**config.mk**
```make
export PLATFORM = sky130hd
export DESIGN_NAME = cell_decode
export DESIGN_NICKNAME = d
export VERILOG_FILES = /design/src/rtl/group_onehot_checker_cell_decode.sv
export SDC_FILE = /design/constraint.sdc
export NUM_CORES = 1
export LEC_CHECK = 0
export CAP_MARGIN = 20
export CORE_AREA = 2 2 39 41
export DETAILED_ROUTE_END_ITERATION = 16
export DIE_AREA = 0 0 41 43
export REMOVE_ABC_BUFFERS = 1
export SETUP_SLACK_MARGIN = 0.5
export SYNTH_ARGS = -nofsm -noshare
export SYNTH_HDL_FRONTEND = slang
export SYNTH_SLANG_ARGS = --single-unit
```
**constraint.sdc**
```tcl
create_clock -name vclk -period 1
set_clock_uncertainty 0.15 [all_clocks]
set_input_delay 0.1 -clock vclk [all_inputs]
set_output_delay 0.1 -clock vclk [all_outputs]
set_load 0.02 [all_outputs]
```
**src/rtl/group_onehot_checker_cell_decode.sv**
```systemverilog
// Combinational decode of one cell value into a onehot digit plus
// empty / out-of-range flags. Out-of-range values give an all-zero onehot.
module cell_decode #(
  parameter int unsigned N     = 9,
  parameter int unsigned VAL_W = $clog2(N + 1)
) (
  input  logic [VAL_W-1:0] value,
  output logic [N-1:0]     onehot,
  output logic             is_empty,
  output logic             is_range_err
);

  // Bit k lights up for digit k+1.
  always_comb begin
    onehot = '0;
    for (int unsigned k = 0; k < N; k++) begin
      onehot[k] = (value == VAL_W'(k + 1));
    end
  end

  assign is_empty     = (value == '0);
  assign is_range_err = (value > VAL_W'(N));

endmodule

```
==> summary.md, run 1 <==
| Metric | Value |
|---|---|
| Synth top cells by count | `and4bb_2, nor4b_2, buf_4` |
| Pins Over Slew Limit | `0` |
| Core Box Area | `about 0.0014 mm²` |
| Routed WL | `between 600 and 700 µm` |
| Worst vdd ir | `approximately 0.081 mV` |
| Port Buf Inserts | `15` |
| Main combinational cell family by area after synthesis | `simple AND/OR/NAND/NOR gates` |
| Worst setup EP type | `primary output` |
| FF+latch area | `0 µm²` |
| Yosys warning count | `0` |
| Slowest CP cell | `nor4_4` |
| Multiplexer area fraction after synthesis | `0%` |
| Routed Antenna Nets | `0` |
| Final hold vios | `0` |
| Crit path time final | `slightly above 1000 ps` |
| Antenna cell count | `0` |
| Hpwl dp | `roughly 350 µm` |
| Nature of the critical path startpoint | `primary input` |
| Routed WL per cell | `roughly 12 µm` |
| Net count, final | `40` |
| Largest net degree at the start of global routing | `7` |
| Compound-cell area share of the yosys netlist | `4.48%` |
| Worst path required time | `between 700 and 800 ps` |
| Cts hold-fix bufs | `0` |
| Power, Total | `0.154 mW` |
| Max cap viols | `0` |
| GRT Resource Usage Total | `6.99%` |
| Seq cells | `0` |
| Failing checks | `negative setup slack` |
| Setup TNS | `-43.7 ps` |
| Crit path buf inv count | `3` |
| Chip Width | `roughly 40 µm` |
| Mapped cell area | `~170 µm²` |
| Status | `complete, but fails checks` |
| Row count | `14` |
| HP Class | `primary input to primary output` |
| DIE HEIGHT | `43 µm` |
| # Post-CTS Setup Buffers | `0` |
| Die Footprint | `around 0.0018 mm²` |
| Final-layout clock buffer total | `0` |
| # IOs | `15` |
| Top post-synthesis cells by area | `nor4b_2, and4bb_2, buf_4` |
| Pleak | `between 0.15 and 0.2 nW` |
| Critical path's top delay family | `buffers and inverters` |
| DRC | `0` |
| Top-area cell type share of the netlist area | `between 30% and 40%` |
| Vias in the first global route | `just over 200` |
| Placed cells | `47` |
| Worst Path Arrival | `roughly 780 ps` |
| Initial core utilization | `roughly 12%` |
| Via Count | `around 210` |
| Average cell area after synthesis | `~11 µm²` |
| Fmax | `between 900 and 1000 MHz` |
| Relative slew margins | `86.1%` |
| Initial antenna violation count | `0` |
| Synth Area in Adders | `0%` |
| Share of cells above drive strength 1 | `roughly 94%` |
| Synth unique cells | `7` |
| Xor/xnor share of the synthesized area | `0%` |
| Synth Instances | `15` |
| Initial DRC count | `1` |
| Final-report setup violation count | `2` |
| Worst path max stage delay | `270 ps` |
| Tightest Pin Transition | `207 ps` |
| Via/cell ratio | `about 4.2` |
| Critical Path Most Common Cell | `buf_6` |
| Total gr overflow | `0` |
| Worst Slack Setup Final | `-26.6 ps` |
| First-pass GRT wire length | `roughly 920 µm` |
| Synth area leader | `nor4b_2` |
| Final period utilization | `103%` |
| PwrDens | `approximately 370 mW/mm²` |
| Area added between synthesis and finish | `150%` |
| Crit-path max FO | `5` |
| Placer Congestion | `~0.54` |
| Sequential element share of the synthesized area | `0%` |
| RSZ-0062 raised after global routing | `yes` |
| Critical path cell sequence | `buf_6, buf_6, nor4_4, buf_4` |
| Post-Synth Simple-Gate Area | `between 70% and 80%` |
| First-pass DRT Iterations | `2` |
| Kind of critical path | `primary input to primary output` |
| Non-filler cells, final | `50` |
[area by class of cell]
type,instances,area (µm²)
Tap cell,16,20.0
Multi-Input combinational cell,11,158
Fill cell,145,965
Timing Repair Buffer,23,241
[through the flow]
step	util (%)	hold slack [ps]	area, µm²	setup slack (ps)
final	30.3	425	419	-26.6
after floorplan	-	95.4	140	144
after global placement	25.1	1250	348	-850
after CTS	28.2	413	390	-26.0
after global routing	30.3	442	419	-63.9
after detailed placement	25.1	1230	348	-844
[layout by cell type, fill, tap and decap left out]
master and instances:
buf_8 2, nor4_4 1, buf_2 1, buf_4 5
o21a_1 1, buf_6 15, and4bb_2 4, nor4b_2 3
nor4b_4 1, and4b_1 1
[worst min-delay path: cells and delay by family]
kind                   cells  cell delay (ps)
buffers and inverters      3              340
AND/OR/NAND/NOR            1               50
[timing repair]
| item | 4_1_cts | 5_1_grt |
|---|---|---|
| cloned | 3 | 0 |
| setup endpoints to repair | 11 | 11 |
| pin swaps | 8 | 4 |
| gates resized for setup | 93 | 6 |
[routing by layer]
layer | global-route usage (%) | wire length, µm | vias to the layer above
li1 | - | - | 101
met1 | 10.4 | 272 | 98
met2 | 11.3 | 271 | 13
met3 | 0.524 | 73 | 0
met4 | 0 | 0 | 0
met5 | 0 | 0 | -
[where the power goes]
group	total (mW)	internal (mW)	switching, mW
Sequential	0	0	0
Combinational	0.154	0.0872	0.0667
Clock	0	0	0
[logic make-up (layout without fill, tap and decap cells)]
family,count (synthesis),in the layout
buffers and inverters,4,23
and+or+nand+nor,10,10
AOI/OAI and AO/OA,1,1
[final timing paths]
path | from | to | cells after the start
setup / recovery | value[0] | is_empty | 4
hold / removal | value[1] | is_empty | 4
(Power assumes the default switching activity.)
==> inputs of run 2 (changes only) <==
PLACE_DENSITY = 0.47   (was not set)
RECOVER_POWER = 25   (was not set)
==> summary.md, run 2 (same netlist as run 1, synthesis figures left out) <==
| Metric | Value |
|---|---|
| Worst vdd ir | `0.109 mV (+34%)` |
| Die Footprint | `0.00176 mm² (unchanged)` |
| Via/cell ratio | `4.22 (-0.47%)` |
| Crit path time final | `1020 ps (-2.64 ps)` |
| Final hold vios | `0 (unchanged)` |
| Routed WL per cell | `14.0 µm (+13%)` |
| Chip Width | `41 µm (unchanged)` |
| Most frequent cells in the layout | `buf_6, buf_4, and4bb_2, buf_8, nor4b_4` |
| Placer Congestion | `0.588 (+9.5%)` |
| FF+latch area | `0 µm² (unchanged)` |
| Via Count | `211 (-0.47%)` |
| Share of cells above drive strength 1 | `94.1% (unchanged)` |
| Hold_ws | `406 ps (-19.1 ps)` |
| Fmax | `977 MHz (+0.26%)` |
| Row count | `14 (unchanged)` |
| Seq cells | `0 (unchanged)` |
| Fillers | `137 (-5.5%)` |
| Kind of critical path | `primary input to primary output` |
| Worst Path Arrival | `770 ps (about the same)` |
| Final-layout clock buffer total | `0 (unchanged)` |
| Nature of the critical path startpoint | `primary input` |
| Worst path required time | `750 ps (about the same)` |
| Commonest non-fill, non-tap cell in the layout | `buf_6` |
| Hold path depth | `4 (unchanged)` |
| Final period utilization | `102% (-0.26 points)` |
| RSZ-0062 raised after global routing | `yes` |
| DIE HEIGHT | `43 µm (unchanged)` |
| Core Box Area | `0.00138 mm² (unchanged)` |
| PwrDens | `383 mW/mm² (+4.5%)` |
| Vias in the first global route | `217 (+4.8%)` |
| Initial DRC count | `0 (-1)` |
| Relative slew margins | `86.2% (+0.11 points)` |
| Net count, final | `40 (unchanged)` |
| Final-report setup violation count | `2 (unchanged)` |
| Failing checks | `negative setup slack` |
| Antenna cell count | `0 (unchanged)` |
| Initial antenna violation count | `0 (unchanged)` |
| Initial core utilization | `12.1% (unchanged)` |
| Status | `complete, but fails checks` |
| DRC | `0 (unchanged)` |
| Hold_sp | `value[2]` |
| Total gr overflow | `0 (unchanged)` |
| First-pass GRT wire length | `1080 µm (+17%)` |
| Port Buf Inserts | `15 (unchanged)` |
| Tightest Pin Transition | `207 ps (-0.708 ps)` |
| Final core occ | `35.1% (+4.8 points)` |
| Hold endpoint | `is_empty` |
| HP Class | `primary input to primary output` |
| Cts hold-fix bufs | `0 (unchanged)` |
| Crit-path max FO | `4 (-1)` |
| Routed Antenna Nets | `0 (unchanged)` |
| Power, Total | `0.186 mW (+21%)` |
| First-pass DRT Iterations | `1 (-1)` |
| Area added between synthesis and finish | `190%` |
| GRT Resource Usage Total | `8.49% (+1.5 points)` |
| # IOs | `15 (unchanged)` |
| Hpwl dp | `380 µm (+8.1%)` |
| Worst setup EP type | `primary output` |
| Pleak | `0.212 nW (+19%)` |
| Pins Over Slew Limit | `0 (unchanged)` |
| Largest net degree at the start of global routing | `11 (+4)` |
| Pre-CTS setup slack | `-986 ps (-142 ps)` |
| Routed WL | `698 µm (+13%)` |
| Worst Slack Setup Final | `-23.9 ps (+2.64 ps)` |
| Max cap viols | `0 (unchanged)` |
run 2: cell types whose count changed in the layout (fill, tap and decap cells not counted), sizes merged:
cell | previous run | this run
bufbuf | 0 | 1
buf | 23 | 22
run 2: routing by layer:
layer | global-route usage, % | routed length, µm | vias up
li1 | - | - | 101
met1 | 13.0 | 303 | 95
met2 | 13.4 | 316 | 15
met3 | 0.524 | 78 | 0
met4 | 0 | 0 | 0
met5 | 0 | 0 | -
run 2: critical path: stages:
cell and delay [ps]:
bufbuf_16 240, nor4b_2 250, buf_4 180
run 2: worst max-delay path by stage:
stage,from,to,slack [ps],cells past startpoint
5_1_grt,value[2],onehot[1],-50,3
2_1_floorplan,value[1],onehot[0],140,1
3_5_place_dp,value[0],onehot[0],-990,3
6_report,value[2],onehot[1],-20,3
4_1_cts,value[3],onehot[0],-30,4
3_3_place_gp,value[2],onehot[3],-920,3
run 2: metrics by stage:
step / cell area (µm²) / setup TNS (ps) / std cells
after floorplan: 140 / 0 / 11
after global placement: 333 / -9770 / 45
after detailed placement: 333 / -10080 / 45
after CTS: 455 / -41.3 / 49
after global routing: 485 / -160 / 50
final: 485 / -33.9 / 50
run 2: timing repair:
action                     4_1_cts  5_1_grt
resized for setup              101        5
pin swaps                        8        2
cloned                           3        0
setup endpoints to repair       11       11
setup buffers                    1        1
run 2: area by class of cell:
class	count	area [µm²]	share of cell area (%)
multi-input cells	11	175	36.1
repair buffers	23	290	59.8
well taps	16	20.0	4.12
run 2: power by group:
part	switching, mW	internal, mW	leakage (nW)
combinational	0.0725	0.114	0.212
sequential	0	0	0
clock	0	0	0
total	0.0725	0.114	0.212
==> inputs of run 3 (changes only) <==
ABC_AREA = 1   (was not set)
PLACE_DENSITY = 0.41   (was 0.47)
==> summary.md, run 3 <==
| Metric | Value |
|---|---|
| Max cap viols | `0 (unchanged)` |
| Seq cells | `0 (unchanged)` |
| Routed met2 length | `296 µm (-6.3%)` |
| Yosys warning count | `0 (unchanged)` |
| Critical path cell sequence | `buf_12, clkinv_8, nor2_1, clkbuf_1` |
| Net count, final | `44 (+10%)` |
| Port Buf Inserts | `15 (unchanged)` |
| Routed Antenna Nets | `0 (unchanged)` |
| Via Count | `199 (-5.7%)` |
| Routed WL | `535 µm (-23%)` |
| Area added between synthesis and finish | `459%` |
| Hpwl dp | `342 µm (-9.9%)` |
| Worst Path Arrival | `580 ps (-190 ps)` |
| Kind of critical path | `primary input to primary output` |
| Average cell area after synthesis | `3.97 µm² (-64%)` |
| Fillers | `139 (+1.5%)` |
| First-pass GRT wire length | `738 µm (-31%)` |
| PwrDens | `392 mW/mm² (+2.3%)` |
| Relative slew margins | `83.1% (-3.1 points)` |
| Final hold vios | `0 (unchanged)` |
| Core Box Area | `0.00138 mm² (unchanged)` |
| GRT Resource Usage Total | `5.59% (-2.9 points)` |
| Vias in the first global route | `184 (-15%)` |
| Chip Width | `41 µm (unchanged)` |
| # IOs | `15 (unchanged)` |
| Row count | `14 (unchanged)` |
| Worst path max stage delay | `230 ps (-20 ps)` |
| Worst setup EP type | `primary output` |
| Crit path time final | `835 ps (-189 ps)` |
| First-pass DRT Iterations | `1 (unchanged)` |
| Initial DRC count | `0 (unchanged)` |
| Final-report setup violation count | `0 (-2)` |
| Max Used Layer | `met3` |
| Initial core utilization | `6.60% (-5.5 points)` |
| Crit path buf inv count | `3 (+1)` |
| HP Class | `primary input to primary output` |
| DRC | `0 (unchanged)` |
| Synth top cells by count | `nor2_1, nand2_1, inv_1, inv_2, nand2_2` |
| Most common cell in the netlist | `nor2_1` |
| Synth unique cells | `5 (-2)` |
| Final period utilization | `83.5% (-19 points)` |
| DIE HEIGHT | `43 µm (unchanged)` |
| Cts hold-fix bufs | `0 (unchanged)` |
| Pins Over Slew Limit | `0 (unchanged)` |
| Pre-CTS setup slack | `-725 ps (+260 ps)` |
| FF+latch area | `0 µm² (unchanged)` |
| Top-area cell type share of the netlist area | `49.3% (+13 points)` |
| Design area | `510 µm² (+5.2%)` |
| Pleak | `0.180 nW (-15%)` |
| Fmax | `1200 MHz (+23%)` |
| Placed cell areas | `262 µm² (-21%)` |
| Share of cells above drive strength 1 | `92.1% (-2.0 points)` |
| Slowest CP cell | `clkbuf_1` |
| Worst Slack Setup Final | `165 ps (+189 ps)` |
| Routed WL per cell | `9.91 µm (-29%)` |
| Critical path's top delay family | `buffers and inverters` |
| Top post-synthesis cells by area | `nor2_1, nand2_1, nand2_2` |
| Final-layout clock buffer total | `0 (unchanged)` |
| Sequential element share of the synthesized area | `0% (unchanged)` |
| Worst vdd ir | `0.201 mV (+84%)` |
| Synth area leader | `nor2_1` |
| Status | `completed` |
| Nature of the critical path startpoint | `primary input` |
| Antenna cell count | `0 (unchanged)` |
| Worst path required time | `750 ps (about the same)` |
| Crit-path max FO | `3 (-1)` |
| Synth Instances | `23 (+8)` |
| Via/cell ratio | `3.69 (-13%)` |
| Initial antenna violation count | `0 (unchanged)` |
| Metal-1 WL | `175 µm (-42%)` |
| Largest net degree at the start of global routing | `5 (-6)` |
| Tightest Pin Transition | `254 ps (+47.5 ps)` |
| Placer Congestion | `0.654 (+11%)` |
| Total gr overflow | `0 (unchanged)` |
| Placed cells | `54 (+20%)` |
| Non-filler cells, final | `54 (+8.0%)` |
| Die Footprint | `0.00176 mm² (unchanged)` |
| Met3 WL post-DR | `63 µm (-19%)` |
| Most frequent cells in the layout | `nor2_4, buf_6, nand2_8` |
| Mapped cell area | `91.3 µm² (-46%)` |
| Multi-input logic area | `233 µm² (+33%)` |
| RSZ-0062 raised after global routing | `yes` |
[run 3: per-layer routing]
layer | vias to the layer above | global-route usage [%]
li1 | 96 | -
met1 | 93 | 8.23
met2 | 10 | 9.06
met3 | 0 | 0.524
met4 | 0 | 0
met5 | - | 0
[run 3: layout make-up]
cell class         instances  area share [%]
inverters                  4            12.7
multi-input cells         19            45.6
well taps                 16            3.92
repair buffers            15            37.7
[run 3: kinds of logic after synthesis]
family                 share of synthesized area, %
and+or+nand+nor                                83.6
buffers and inverters                          16.4
[run 3: path summary, 6_finish.rpt]
kind | start | to | slack, ps | depth (start not counted)
setup / recovery | value[3] | is_range_err | 170 | 4
hold / removal | value[3] | onehot[8] | 390 | 4
[run 3: through the flow]
stage / TNS, ps / utilization, % / hold slack [ps] / total power [mW]
finish: 0 / 36.9 / 391 / 0.200
global route: 0 / 36.9 / 403 / 0.210
CTS: 0 / 29.4 / 380 / 0.159
detailed placement: -7740 / 18.9 / 1130 / 0.0927
global placement: -7720 / 18.9 / 1140 / 0.0938
floorplan: 0 / - / 192 / 0.0427
[run 3: power by group]
part / switching [mW] / internal, mW
clock network: 0 / 0
logic: 0.112 / 0.0886
registers: 0 / 0
[run 3: worst min-delay path, stage by stage]
cell	delay [ps]
buf_12	110
nand2_4	70
nor2_4	40
buf_6	120
[run 3: what timing repair did]
action	CTS	global route
pin swaps	12	9
gates resized for setup	125	23
endpoints found under the setup margin	11	11
buffers inserted	0	0
